## config.mk

```make
export PLATFORM = sky130hd
export DESIGN_NAME = mlp_sample_sequencer_flat
export DESIGN_NICKNAME = d
export VERILOG_FILES = /design/src/rtl/mlp_sample_sequencer_if.sv /design/src/rtl/mlp_sample_sequencer.sv /design/src/flat_wrapper.sv
export SDC_FILE = /design/constraint.sdc
export NUM_CORES = 1
export LEC_CHECK = 0
export CORE_MARGIN = 1
export CORE_UTILIZATION = 48
export CTS_BUF_LIST = sky130_fd_sc_hd__clkbuf_16
export CTS_CLUSTER_DIAMETER = 100
export DETAILED_ROUTE_END_ITERATION = 10
export PLACE_DENSITY = 0.81
export SLEW_MARGIN = 0
export SYNTH_ARGS = -nofsm -noshare
export SYNTH_HDL_FRONTEND = slang
export SYNTH_SLANG_ARGS = --single-unit
```

## constraint.sdc

```tcl
create_clock -name clk -period 3.35 [get_ports clk]
set_input_delay 0.67 -clock clk [delete_from_list [all_inputs] [get_ports clk]]
set_output_delay 0.67 -clock clk [all_outputs]
set_load 0.02 [all_outputs]
```

## src/rtl/mlp_sample_sequencer_if.sv

```systemverilog
// Purpose: stimulus/control bundle between the sample sequencer and its environment.
// Latency: none (wires only).
// Backpressure: none; the sequencer streams samples with no ready input.
interface mlp_sample_sequencer_if #(
  parameter int SFP_W = 16
);
  // control pulses and function select
  logic                  start;
  logic                  retrain;
  logic [1:0]            func_sel;
  // asynchronous board switches
  logic                  sw_a;
  logic                  sw_b;
  // stimulus towards the MLP core
  logic [1:0][SFP_W-1:0] values;
  logic [0:0][SFP_W-1:0] expected;
  logic                  training;
  logic                  sample_strobe;
  logic [15:0]           epoch;
  logic                  train_done;

  // the sequencer drives the stimulus
  modport master (
    input  start, retrain, func_sel, sw_a, sw_b,
    output values, expected, training, sample_strobe, epoch, train_done
  );

  // the environment / consumer side
  modport slave (
    output start, retrain, func_sel, sw_a, sw_b,
    input  values, expected, training, sample_strobe, epoch, train_done
  );
endinterface

```

## src/rtl/mlp_sample_sequencer.sv

```systemverilog
// Purpose: replays a 2-input boolean truth table for MLP training, then drives values from board switches.
// Latency: outputs registered; sample 0 one cycle after TRAIN entry; switch->values 3 clk (3+DEBOUNCE_CYCLES with MLP_SEQ_DEBOUNCE_EN).
// Backpressure: none; each sample is held for HOLD_CYCLES regardless of the consumer.
module mlp_sample_sequencer #(
  parameter int SFP_W           = 16,
  parameter int SFP_FRAC        = 8,
  parameter int HOLD_CYCLES     = 4,
  parameter int EPOCHS          = 10,
  parameter bit AUTO_START      = 1'b1,
  parameter int DEBOUNCE_CYCLES = 16
) (
  input  logic                   clk,
  input  logic                   rst,
  mlp_sample_sequencer_if.master bus
);

  typedef enum logic [1:0] {S_IDLE, S_TRAIN, S_INFER} state_t;
  typedef logic [1:0][SFP_W-1:0] pair_t;

  localparam logic [SFP_W-1:0] ONE       = SFP_W'(1 << SFP_FRAC);
  localparam logic [7:0]       HOLD_LAST = 8'(HOLD_CYCLES - 1);
  localparam logic [15:0]      EPOCH_MAX = 16'(EPOCHS);

  // Training sample idx encodes (a,b) = (idx[1], idx[0]); values[0]=a, values[1]=b.
  function automatic pair_t sample_values(input logic [1:0] idx);
    pair_t v;
    v[0] = idx[1] ? ONE : '0;
    v[1] = idx[0] ? ONE : '0;
    return v;
  endfunction

  function automatic logic [SFP_W-1:0] target(input logic [1:0] f, input logic [1:0] idx);
    logic a, b, r;
    a = idx[1];
    b = idx[0];
    case (f)
      2'd0:    r = a & b;
      2'd1:    r = a | b;
      2'd2:    r = a ^ b;
      default: r = ~(a & b);
    endcase
    return r ? ONE : '0;
  endfunction

  // ---------------------------------------------------------------- switches
  // bit 0 = sw_a, bit 1 = sw_b
  logic [1:0] meta_q, meta_d;
  logic [1:0] sync_q, sync_d;
  logic [1:0] sw_lvl;

  // two-flop synchronizer inputs
  always_comb begin
    meta_d = {bus.sw_b, bus.sw_a};
    sync_d = meta_q;
  end

  // synchronizer flops, always running
  always_ff @(posedge clk) begin
    if (rst) begin
      meta_q <= '0;
      sync_q <= '0;
    end else begin
      meta_q <= meta_d;
      sync_q <= sync_d;
    end
  end

`ifdef MLP_SEQ_DEBOUNCE_EN
  localparam int DB_W = $clog2(DEBOUNCE_CYCLES);
  localparam logic [DB_W-1:0] DB_LAST = DB_W'(DEBOUNCE_CYCLES - 1);

  logic [1:0][DB_W-1:0] db_cnt_q, db_cnt_d;
  logic [1:0]           db_lvl_q, db_lvl_d;

  // accept a new level only after DEBOUNCE_CYCLES consecutive cycles at it
  always_comb begin
    for (int i = 0; i < 2; i++) begin
      db_cnt_d[i] = '0;
      db_lvl_d[i] = db_lvl_q[i];
      if (sync_q[i] != db_lvl_q[i]) begin
        if (db_cnt_q[i] == DB_LAST) begin
          db_lvl_d[i] = sync_q[i];
        end else begin
          db_cnt_d[i] = db_cnt_q[i] + DB_W'(1);
        end
      end
    end
  end

  // debounce counters and accepted levels
  always_ff @(posedge clk) begin
    if (rst) begin
      db_cnt_q <= '0;
      db_lvl_q <= '0;
    end else begin
      db_cnt_q <= db_cnt_d;
      db_lvl_q <= db_lvl_d;
    end
  end

  assign sw_lvl = db_lvl_q;
`else
  assign sw_lvl = sync_q;
`endif

  pair_t sw_values;
  always_comb begin
    sw_values[0] = sw_lvl[0] ? ONE : '0;
    sw_values[1] = sw_lvl[1] ? ONE : '0;
  end

  // ---------------------------------------------------------------- sequencer
  // Counters describe the sample currently on the outputs.
  state_t           state_q, state_d;
  logic [1:0]       func_q, func_d;
  logic [1:0]       sample_idx_q, sample_idx_d;
  logic [7:0]       hold_cnt_q, hold_cnt_d;
  logic [15:0]      epoch_q, epoch_d;
  logic             done_q, done_d;
  logic             training_q, training_d;
  logic             strobe_q, strobe_d;
  pair_t            values_q, values_d;
  logic [SFP_W-1:0] expected_q, expected_d;
  logic             enter_train;

  // next-state and registered-output computation
  always_comb begin
    state_d      = state_q;
    func_d       = func_q;
    sample_idx_d = sample_idx_q;
    hold_cnt_d   = hold_cnt_q;
    epoch_d      = epoch_q;
    done_d       = done_q;
    training_d   = training_q;
    strobe_d     = 1'b0;
    values_d     = values_q;
    expected_d   = expected_q;
    enter_train  = 1'b0;

    case (state_q)
      S_IDLE: begin
        if (AUTO_START || bus.start) enter_train = 1'b1;
      end
      S_TRAIN: begin
        if (hold_cnt_q == HOLD_LAST) begin
          if (sample_idx_q == 2'd3 && epoch_q == EPOCH_MAX) begin
            state_d    = S_INFER;
            training_d = 1'b0;
            done_d     = 1'b1;
          end else begin
            sample_idx_d = sample_idx_q + 2'd1;
            hold_cnt_d   = '0;
            strobe_d     = 1'b1;
          end
        end else begin
          hold_cnt_d = hold_cnt_q + 8'd1;
        end
        if (state_d == S_TRAIN) begin
          values_d   = sample_values(sample_idx_d);
          expected_d = target(func_q, sample_idx_d);
          // the epoch count is visible on the final hold cycle of sample 3
          if (sample_idx_d == 2'd3 && hold_cnt_d == HOLD_LAST && epoch_q != EPOCH_MAX) begin
            epoch_d = epoch_q + 16'd1;
          end
        end else begin
          values_d = sw_values;
        end
      end
      S_INFER: begin
        values_d = sw_values;
        if (bus.retrain) enter_train = 1'b1;
      end
      default: state_d = S_IDLE;
    endcase

    if (enter_train) begin
      state_d      = S_TRAIN;
      func_d       = bus.func_sel;
      sample_idx_d = '0;
      hold_cnt_d   = '0;
      epoch_d      = '0;
      done_d       = 1'b0;
      training_d   = 1'b1;
      strobe_d     = 1'b1;
      values_d     = sample_values(2'd0);
      expected_d   = target(bus.func_sel, 2'd0);
    end
  end

  // sequencer state and output registers
  always_ff @(posedge clk) begin
    if (rst) begin
      state_q      <= S_IDLE;
      func_q       <= '0;
      sample_idx_q <= '0;
      hold_cnt_q   <= '0;
      epoch_q      <= '0;
      done_q       <= 1'b0;
      training_q   <= 1'b0;
      strobe_q     <= 1'b0;
      values_q     <= '0;
      expected_q   <= '0;
    end else begin
      state_q      <= state_d;
      func_q       <= func_d;
      sample_idx_q <= sample_idx_d;
      hold_cnt_q   <= hold_cnt_d;
      epoch_q      <= epoch_d;
      done_q       <= done_d;
      training_q   <= training_d;
      strobe_q     <= strobe_d;
      values_q     <= values_d;
      expected_q   <= expected_d;
    end
  end

  assign bus.values        = values_q;
  assign bus.expected[0]   = expected_q;
  assign bus.training      = training_q;
  assign bus.sample_strobe = strobe_q;
  assign bus.epoch         = epoch_q;
  assign bus.train_done    = done_q;

endmodule

```

## src/flat_wrapper.sv

```systemverilog
// flat-port wrapper written by rule: the top's interface ports become plain ports
module mlp_sample_sequencer_flat 
#(
  parameter int SFP_W           = 16,
  parameter int SFP_FRAC        = 8,
  parameter int HOLD_CYCLES     = 4,
  parameter int EPOCHS          = 10,
  parameter bit AUTO_START      = 1'b1,
  parameter int DEBOUNCE_CYCLES = 16
)
  (clk, rst, bus_start, bus_retrain, bus_func_sel, bus_sw_a, bus_sw_b, bus_values, bus_expected, bus_training, bus_sample_strobe, bus_epoch, bus_train_done);
  mlp_sample_sequencer_if #(.SFP_W(SFP_W)) bus_i ();
  input  logic clk;
  input  logic rst;
  input wire logic [$bits(bus_i.start)-1:0] bus_start;
  input wire logic [$bits(bus_i.retrain)-1:0] bus_retrain;
  input wire logic [$bits(bus_i.func_sel)-1:0] bus_func_sel;
  input wire logic [$bits(bus_i.sw_a)-1:0] bus_sw_a;
  input wire logic [$bits(bus_i.sw_b)-1:0] bus_sw_b;
  output wire logic [$bits(bus_i.values)-1:0] bus_values;
  output wire logic [$bits(bus_i.expected)-1:0] bus_expected;
  output wire logic [$bits(bus_i.training)-1:0] bus_training;
  output wire logic [$bits(bus_i.sample_strobe)-1:0] bus_sample_strobe;
  output wire logic [$bits(bus_i.epoch)-1:0] bus_epoch;
  output wire logic [$bits(bus_i.train_done)-1:0] bus_train_done;
  assign bus_i.start = bus_start;
  assign bus_i.retrain = bus_retrain;
  assign bus_i.func_sel = bus_func_sel;
  assign bus_i.sw_a = bus_sw_a;
  assign bus_i.sw_b = bus_sw_b;
  assign bus_values = bus_i.values;
  assign bus_expected = bus_i.expected;
  assign bus_training = bus_i.training;
  assign bus_sample_strobe = bus_i.sample_strobe;
  assign bus_epoch = bus_i.epoch;
  assign bus_train_done = bus_i.train_done;
  mlp_sample_sequencer #(.SFP_W(SFP_W), .SFP_FRAC(SFP_FRAC), .HOLD_CYCLES(HOLD_CYCLES), .EPOCHS(EPOCHS), .AUTO_START(AUTO_START), .DEBOUNCE_CYCLES(DEBOUNCE_CYCLES)) u_core (.clk(clk), .rst(rst), .bus(bus_i));
endmodule
```

After elaboration in Yosys (flattened, before gate mapping)
Cells that the tools add are included.

Add/subtract/negate cells: 3. $mul: 0. Divide/modulo/power cells: 0. Order comparisons: 0. Eq/ne operators: 14. Shifts and indexed selects: 0. Mux-type cells: 37. Bitwise gates (word level): 4. Reductions and logical operators: 18.

Operators with widths (count): one-hot mux 32 bit (2 select lines) (1); 2-to-1 mux 9 bit (6); 2-to-1 mux 16 bit (3); 2-to-1 mux 32 bit (1); 2-to-1 mux 8 bit (3); adder 16 x 1 -> 16 bit (second input constant) (1); equality test 16 x 4 -> 1 bit (second input constant) (1); equality test 8 x 2 -> 1 bit (second input constant) (2); != test 16 x 4 -> 1 bit (second input constant) (1); 2-to-1 mux 1 bit (14); 2-to-1 mux 2 bit (6); equality test 2 bit (second input constant) (5); nonzero test 2 bit (5); AND reduction 3 bit (3); adder 8 x 1 -> 8 bit (second input constant) (1); equality test 2 x 1 -> 1 bit (second input constant) (4); logical NOT 2 bit (3); one-hot mux 2 bit (2 select lines) (1); OR reduction 2 bit (2); logical AND 1 bit (3); one-hot mux 1 bit (3 select lines) (1); OR reduction 3 bit (1); adder 2 x 1 -> 2 bit (second input constant) (1); != test 2 x 1 -> 1 bit (second input constant) (1); 6 further kinds (6).

Register bits: 85. Bits in latches: 0. Bits in writable memories: 0. Memory bits (read-only): 0. Input bits: 8. Output and inout bits: 67. Logic and storage cells: 90. Memories: 0.

Longest topological paths before layout
Gate-level depths: netlist of the first run.

Depth after elaboration: 14. Mapped depth: 10.

Worst setup path before layout of the first run
No wires, ideal clock.

Path kind: register to register. Start point: register u_core.epoch_q[0], in the netlist u_core.bus.epoch[0]. End point: register u_core.epoch_q[14], in the netlist u_core.bus.epoch[14]. Setup time: 71 ps. Arrival: 2492 ps. Setup slack: 787 ps. Stages on the path, launching flop included: 11. Buffers on the path: 2. Cells stage by stage: dfxtp_1 > inv_1 > ha_1 > nor4b_1 > and4_1 > buf_6 > a2111oi_4 > o2111ai_1 > buf_2 > or4_1 > a21oi_1.

Word-level cells in the longest chain between the ends: 9.

RTL lines: start: declaration (RTL line mlp_sample_sequencer.sv:118) `logic [15:0] epoch_q, epoch_d;`; start signal: assignment (RTL line mlp_sample_sequencer.sv:208) `epoch_q <= epoch_d;`; equality test 16 x 4 -> 1 bit (RTL line mlp_sample_sequencer.sv:146) `if (sample_idx_q == 2'd3 && epoch_q == EPOCH_MAX) begin`; logical AND 1 bit (RTL line mlp_sample_sequencer.sv:146); 2-to-1 mux 8 bit / 2-to-1 mux 2 bit (equally long branches) (RTL line mlp_sample_sequencer.sv:146); 2-to-1 mux 8 bit / 2-to-1 mux 2 bit (equally long branches) (RTL line mlp_sample_sequencer.sv:145) `if (hold_cnt_q == HOLD_LAST) begin`; 2-to-1 mux 8 bit / 2-to-1 mux 2 bit (equally long branches) (RTL line mlp_sample_sequencer.sv:140) `case (state_q)`; equality test 8 x 2 -> 1 bit / equality test 2 bit (equally long branches) (RTL line mlp_sample_sequencer.sv:162) `if (sample_idx_d == 2'd3 && hold_cnt_d == HOLD_LAST && epoch_q != EPOCH_MAX) begin`; logical AND 1 bit (2 in series) (RTL line mlp_sample_sequencer.sv:162); AND reduction 3 bit (no source line).

Parallel ways exist; a longest one is shown, timed or not. The select of a mux whose other input is x is not followed. A chain may end at the register's enable or synchronous reset.

Final worst setup path of the first run
Start point: register u_core.sample_idx_q[0]. End point: register u_core.epoch_q[14], in the netlist u_core.bus.epoch[14].

Word-level cells in the longest chain between the ends: 9.

RTL lines: start: declaration (RTL line mlp_sample_sequencer.sv:116) `logic [1:0] sample_idx_q, sample_idx_d;`; start signal: assignment (RTL line mlp_sample_sequencer.sv:206) `sample_idx_q <= sample_idx_d;`; equality test 2 bit (RTL line mlp_sample_sequencer.sv:146); logical AND 1 bit (RTL line mlp_sample_sequencer.sv:146); 2-to-1 mux 8 bit / 2-to-1 mux 2 bit (equally long branches) (RTL line mlp_sample_sequencer.sv:146); 2-to-1 mux 8 bit / 2-to-1 mux 2 bit (equally long branches) (RTL line mlp_sample_sequencer.sv:145); 2-to-1 mux 8 bit / 2-to-1 mux 2 bit (equally long branches) (RTL line mlp_sample_sequencer.sv:140); equality test 8 x 2 -> 1 bit / equality test 2 bit (equally long branches) (RTL line mlp_sample_sequencer.sv:162); logical AND 1 bit (2 in series) (RTL line mlp_sample_sequencer.sv:162); AND reduction 3 bit (no source line) *.

Mark *: on every way between the ends. The rest lies on a longest branch, timed or not. The select of a mux whose other input is x is not followed.

==> metrics.cfg, run 1 <==
[sta]
setup_viol_count_final=0
drv_slew=0
final-hold-violation-count=0
finalClockSkew_ns=0.00555
fin_worst_hold_slack_ns=0.441
setup_tns_ns=0
final.min_clock_period_ns=2.79
timing_worst_slew_pin_value_ns=0.557
relative_slew_margins_pct=62.9
post-route-period-util_pct=83.2
fmaxAchievable_mhz=359
unrepaired_setup_endpoints_after_global_routing=no

[power]
max-vdd-ir-drop_mv=0.321
power.density_nw_per_um2=377
static-leakage-power_nw=0.994

[critical_path]
regToRegEndpoint=u_core.bus.epoch[14]
path_cells=ha_1 > nor4b_1 > nand4_1 > a21oi_1 > o2111ai_1 > buf_4 > or4_1 > a21oi_1
worstSetupEndpointType=register
crit_path_buf_inv_count=1
cp_slowest_stage_delay_ns=0.54
crit_required_ns=3.57
arrival_ns=3.01
critPathSlowestCell=sky130_fd_sc_hd__dfxtp_1
timing_worst_setup_path_type=reg2reg
r2r_cells=8
timing.critical_path.mode_cell=sky130_fd_sc_hd__a21oi_1
r2r_slack_ns=0.56
worst-path-max-fanout=20
worst_path_dominant_cell_family=simple AND/OR/NAND/NOR gates
worst_r2r_startpoint=u_core.sample_idx_q[0]
worst_setup_path_start_kind=register

[global_routing]
gr-total-overflow=0
first_global_vias=1791
grt.total_usage_pct=18.8
initial_antenna_violation_count=0
grt_max_degree=21
global_route_wire_length_before_repair_um=8090

[die]
rows=26
die_w_um=74.7
start_util_pct=49.7
placeableCoreArea_um2=5110
fp.dieH_um=74.7
boundaryPins=75
dieArea_um2=5590

[synth]
syn_area_um2=2540
synth_enable_flop_cells=0
synth-seq-cells=40
synthDistinctLibCells=51
synth_warn=0
synth_cells=307
asyncSetResetFlopFracSynth_pct=0
synth-main-ff-cell=sky130_fd_sc_hd__dfxtp_1
postSynthAreaPerCell_um2=8.27
ys_seq_area_share_pct=31.5

[hold_path]
hold_path_depth=1
worst_hold_launch=u_core.meta_q[0]
worstHoldPathType=reg2reg
hold_path_end=u_core.sw_lvl[0]

[drt]
detail_route.first_pass.iterations=4
drt_iter0_drc=128
final_antenna_net_count=0
routed_wirelength_um=4980
drcViolationCount=0
detail_route.wl_per_cell_um=12.5
vias_per_cell=5.47
routed-via-count=2186

[clocking]
cts-root-to-sink-buffers=2
clkSinkCount=40
post_cts.resized_instances=0
tritoncts=built
tritoncts.num_buffers=5
cts_setup_buffers=0
htree_levels=2
clock-root-buffer=sky130_fd_sc_hd__clkbuf_16
clkTransAtPathRegs_ns=0.06
cts_hold_buf=0
clkLatencyLatePin_ns=0.28

[place]
gp_congestion=0.828
post-place-cells=393
dp_hpwl_um=3540
io_buf_count=28

[finish]
area_growth_pct=10.1
final_cell_mix=sky130_fd_sc_hd__conb_1, sky130_fd_sc_hd__dfxtp_1, sky130_fd_sc_hd__a21oi_1
final-instance-count-excl-fill=400
antenna_cells=0
final_common_cell=sky130_fd_sc_hd__conb_1
final_core_utilization_pct=54.8
layout-drive-gt1-share_pct=5.76
final_net_count=345

[flow_run]
cap_viol_max_count=0

[status]
status=completed

kinds of logic (layout without fill, tap and decap cells):
logic type	count (synthesis)	count (layout)	share of synthesized area, %
AND/OR/NAND/NOR	105	105	23.4
AO/OA/AOI/OAI	73	73	18.3
buffers and inverters	68	47	18.6
flip-flops	40	40	31.5
XOR/XNOR	10	10	3.45
adder cells (fa/ha/maj)	7	7	3.45
multiplexers	3	3	1.18
other	1	45	0.148
state kept, by name (all words and copies together), names as in the netlist, 2 cells and up:
name                 count
u_core.sample_idx_q      2
u_core.sw_lvl            2
u_core.func_q            2
u_core.state_q           2
u_core.meta_q            2
u_core.bus.values        2
u_core.bus.epoch        16
u_core.hold_cnt_q        8
layer usage:
layer / part of all wire [%] / wire length, um / track usage [%]
met4: 1.6 / 82 / 7.13
met1: 44 / 2190 / 23.7
met2: 49 / 2430 / 30.8
met5: 0 / 0 / 0
met3: 5.5 / 275 / 4.82
cells in the mapped netlist (all sizes together) (2+ instances only):
cell    number  share of area (%)
buf         52                 16
dfxtp       40                 32
a21oi       30                5.9
nor2        22                3.4
nand2       18                2.7
o21ai       16                3.2
nand4       14                3.7
or3         13                3.2
and3         8                2.1
clkbuf       8                1.2
ha           7                3.4
inv          7                1.0
nand3        6                1.2
nor2b        6                1.5
nor3         5               0.99
xnor2        5                1.7
xor2         5                1.7
o31ai        4                1.2
a211o        3                1.1
and4         3                1.0
mux2i        3                1.2
nor4b        3                1.0
or4          3               0.89
a211oi       2               0.59
a21o         2               0.59
a311oi       2               0.69
a31oi        2               0.49
nor4         2                1.1
o211ai       2               0.59
through the flow:
step,setup WS (ns),total power [W],cell area [um2]
6_report,0.564,0.00105,2800
5_1_grt,0.409,0.00109,2800
4_1_cts,0.604,0.00106,2800
3_5_place_dp,0.639,0.000615,2660
3_3_place_gp,0.715,0.000614,2660
2_1_floorplan,0.787,0.000629,2710
power breakdown:
group / internal (W) / leakage (nW) / switching (W) / total [W]
registers: 0.000485 / 0.325 / 0.00000756 / 0.000493
clock network: 0.000267 / 0.0709 / 0.000180 / 0.000447
logic: 0.0000313 / 0.599 / 0.0000836 / 0.000115
total: 0.000784 / 0.994 / 0.000271 / 0.00105
worst register-to-register path: stages (launching register included):
cell and delay (ns):
sky130_fd_sc_hd__dfxtp_1 0.54, sky130_fd_sc_hd__ha_1 0.39, sky130_fd_sc_hd__nor4b_1 0.27, sky130_fd_sc_hd__nand4_1 0.22, sky130_fd_sc_hd__a21oi_1 0.32, sky130_fd_sc_hd__o2111ai_1 0.16
sky130_fd_sc_hd__buf_4 0.21, sky130_fd_sc_hd__or4_1 0.48, sky130_fd_sc_hd__a21oi_1 0.14
layout make-up:
| cell class | instances | area (um2) |
|---|---|---|
| Fill cell | 478 | 2310 |
| Multi-Input combinational cell | 243 | 1430 |
| Sequential cell | 40 | 801 |
| Timing Repair Buffer | 33 | 318 |
| Clock buffer | 5 | 125 |
| Tap cell | 70 | 87.6 |
| Inverter | 7 | 26.3 |
| Clock inverter | 2 | 8.76 |
worst max-delay path by stage:
stage	startpoint	to	slack (ns)	cells after the start
global route	u_core.sample_idx_q[0]	u_core.bus.epoch[14]	0.41	8
global placement	u_core.sample_idx_q[0]	u_core.bus.epoch[14]	0.72	8
detailed placement	u_core.sample_idx_q[0]	u_core.bus.epoch[14]	0.64	8
floorplan	u_core.bus.epoch[0]	u_core.bus.epoch[14]	0.79	10
finish	u_core.sample_idx_q[0]	u_core.bus.epoch[14]	0.56	8
CTS	u_core.sample_idx_q[0]	u_core.bus.epoch[14]	0.60	8
No activity file was read; power rests on OpenSTA's default activity.
==> inputs of run 2 (changes only) <==
CORE_UTILIZATION = 43   (was 48)
PLACE_DENSITY = 0.77   (was 0.81)
clock period = 2.45 ns   (was 3.35 ns; I/O delays follow)
==> run 2 against run 1 <==
  * Via count is 3.7% higher
  * Clock power up 38%
  * Combinational power is 48% higher
  * Non-clock buffer count rose by 24
  * Sequential share of layout area shrank 2.1 points
  * Largest cell class unchanged
  * Largest power group unchanged
  * Highest routed layer unchanged
==> metrics.cfg, run 2 (synthesis results as in run 1) <==
[clocking]
htree_levels=2  ; unchanged
cts-root-to-sink-buffers=2  ; unchanged
clkTransAtPathRegs_ns=0.05  ; was 0.06 ns
cts_hold_buf=0  ; unchanged
tritoncts.num_buffers=5  ; unchanged
tritoncts=built  ; unchanged
clkSinkCount=40  ; unchanged
clkLatencyLatePin_ns=0.28  ; about the same
clock-root-buffer=sky130_fd_sc_hd__clkbuf_16  ; unchanged

[critical_path]
critPathSlowestCell=sky130_fd_sc_hd__a2111oi_4  ; was sky130_fd_sc_hd__dfxtp_1
regToRegEndpoint=u_core.bus.epoch[5]  ; was u_core.bus.epoch[14]
r2r_cells=9  ; was 8
worst-path-max-fanout=16  ; was 20
arrival_ns=2.59  ; was 3.01 ns
crit_required_ns=2.66  ; was 3.57 ns
cp_slowest_stage_delay_ns=0.45  ; was 0.54 ns
r2r_slack_ns=0.06  ; was 0.56 ns
path_cells=inv_1 > ha_2 > nor4b_2 > and4_4 > a2111oi_4 > o2111ai_2 > buf_6 > or3_1 > a21oi_1  ; was ha_1 > nor4b_1 > nand4_1 > a21oi_1 > o2111ai_1 > buf_4 > or4_1 > a21oi_1
worstSetupEndpointType=register  ; unchanged
worst_r2r_startpoint=u_core.bus.epoch[0]  ; was u_core.sample_idx_q[0]
worst_setup_path_start_kind=register  ; unchanged
timing_worst_setup_path_type=reg2reg  ; unchanged

[hold_path]
worst_hold_launch=u_core.meta_q[0]  ; unchanged
hold_path_end=u_core.sw_lvl[0]  ; unchanged
hold_path_depth=1  ; unchanged
worstHoldPathType=reg2reg  ; unchanged

[drt]
drcViolationCount=0  ; unchanged
vias_per_cell=5.31  ; was 5.47
routed-via-count=2266  ; was 2186
drt_iter0_drc=183  ; was 128
final_antenna_net_count=0  ; unchanged
detail_route.wl_per_cell_um=12.7  ; was 12.5 um
routed_wirelength_um=5410  ; was 4980 um
detail_route.first_pass.iterations=4  ; unchanged

[global_routing]
gr-total-overflow=0  ; unchanged
first_global_vias=1971  ; was 1791
groute.layer.met3.usage_pct=4.14  ; was 4.82%
globalRoute.busiestLayer=met2  ; unchanged
global_route_wire_length_before_repair_um=8810  ; was 8090 um
grt_max_degree=20  ; was 21
initial_antenna_violation_count=0  ; unchanged
grt_use_met2_pct=28.9  ; was 30.8%
met1_routing_resource_usage_after_global_routing_pct=22.8  ; was 23.7%
grt.total_usage_pct=17.8  ; was 18.8%

[sta]
fin_worst_hold_slack_ns=0.435  ; was 0.441 ns
finalClockSkew_ns=0.00365  ; was 0.00555 ns
setup_viol_count_final=0  ; unchanged
final.min_clock_period_ns=2.39  ; was 2.79 ns
drv_slew=0  ; unchanged
post-route-period-util_pct=97.4  ; was 83.2%
setup_slack_ns=0.0637  ; was 0.564 ns
final-hold-violation-count=0  ; unchanged
fmaxAchievable_mhz=419  ; was 359 MHz

[die]
boundaryPins=75  ; unchanged
dieArea_um2=6220  ; was 5590 um2
placeableCoreArea_um2=5610  ; was 5110 um2
rows=27  ; was 26
fp.dieH_um=78.9  ; was 74.7 um
start_util_pct=45.3  ; was 49.7%
die_w_um=78.9  ; was 74.7 um

[finish]
final_cell_mix=sky130_fd_sc_hd__conb_1, sky130_fd_sc_hd__dfxtp_1, sky130_fd_sc_hd__a21oi_1  ; unchanged
finalInstanceArea_um2=3030  ; was 2800 um2
final_layout_fill_cell_count=529  ; was 478
area_growth_pct=19.3  ; was 10.1%
largest_reg_flops=16  ; unchanged
layout-drive-gt1-share_pct=14.4  ; was 5.76%
final_common_cell=sky130_fd_sc_hd__conb_1  ; unchanged
final_net_count=369  ; was 345
final_core_utilization_pct=54.0  ; was 54.8%
antenna_cells=0  ; unchanged

[power]
fin_total_pwr_w=0.00146  ; was 0.00105 W
static-leakage-power_nw=1.13  ; was 0.994 nW
max-vdd-ir-drop_mv=0.369  ; was 0.321 mV
power.density_nw_per_um2=480  ; was 377 nW/um2

[flow_run]
cap_viol_max_count=0  ; unchanged

[place]
io_buf_count=28  ; unchanged
gp_congestion=0.811  ; was 0.828
dp_worst_setup_slack_ns=-0.00629  ; was 0.639 ns
post_dp_area_um2=2840  ; was 2660 um2
dp_hpwl_um=3910  ; was 3540 um

[status]
status=completed  ; unchanged

[run 2: routing by layer]
| metal | up-vias | part of all wire, % |
|---|---|---|
| li1 | 1109 | - |
| met1 | 1076 | 44 |
| met2 | 72 | 49 |
| met3 | 9 | 5.3 |
| met4 | 0 | 1.6 |
| met5 | - | 0 |
[run 2: stage by stage]
stage	cells	TNS (ns)
global placement	416	0
detailed placement	416	-0.00629
CTS	424	0
finish	427	0
global route	427	-0.402
floorplan	351	0
[run 2: worst max-delay path, delay by kind of cell, from the launching register on]
kind | cells | cell delay (ns)
DFF | 1 | 0.35
and+or+nand+nor | 3 | 0.69
buffers and inverters | 2 | 0.26
adders and majority gates | 1 | 0.18
AOI/OAI and AO/OA | 3 | 0.82
[run 2: how the worst max path moves through the flow]
stage / cells after the start / startpoint / slack (ns) / endpoint
6_report: 9 / u_core.bus.epoch[0] / 0.06 / u_core.bus.epoch[5]
5_1_grt: 9 / u_core.bus.epoch[0] / -0.07 / u_core.bus.epoch[5]
4_1_cts: 9 / u_core.bus.epoch[0] / 0.02 / u_core.bus.epoch[5]
3_5_place_dp: 9 / u_core.bus.epoch[0] / -0.006 / u_core.bus.epoch[5]
3_3_place_gp: 9 / u_core.bus.epoch[0] / 0.06 / u_core.bus.epoch[3]
2_1_floorplan: 10 / u_core.bus.epoch[0] / 0.03 / u_core.bus.epoch[14]
[run 2: layout make-up]
type,instances,area [um2],area share (%)
tap,72,90.1,2.97
timing repair buffer,57,514,17.0
clock inverter,3,12.5,0.413
multi-input combinational,243,1460,48.1
sequential,40,805,26.5
clock buffer,5,125,4.13
inverter,7,26.3,0.867
[run 2: where the power goes]
group,switching (W),internal (W)
logic,0.000119,0.0000507
registers,0.00000695,0.000662
clock network,0.000249,0.000368
total,0.000375,0.00108
[run 2: what timing repair did]
item | CTS | global route
endpoints found under the setup margin | 8 | 14
pin swaps | 1 | 5
resized for setup | 1 | 8
buffers inserted | 0 | 3
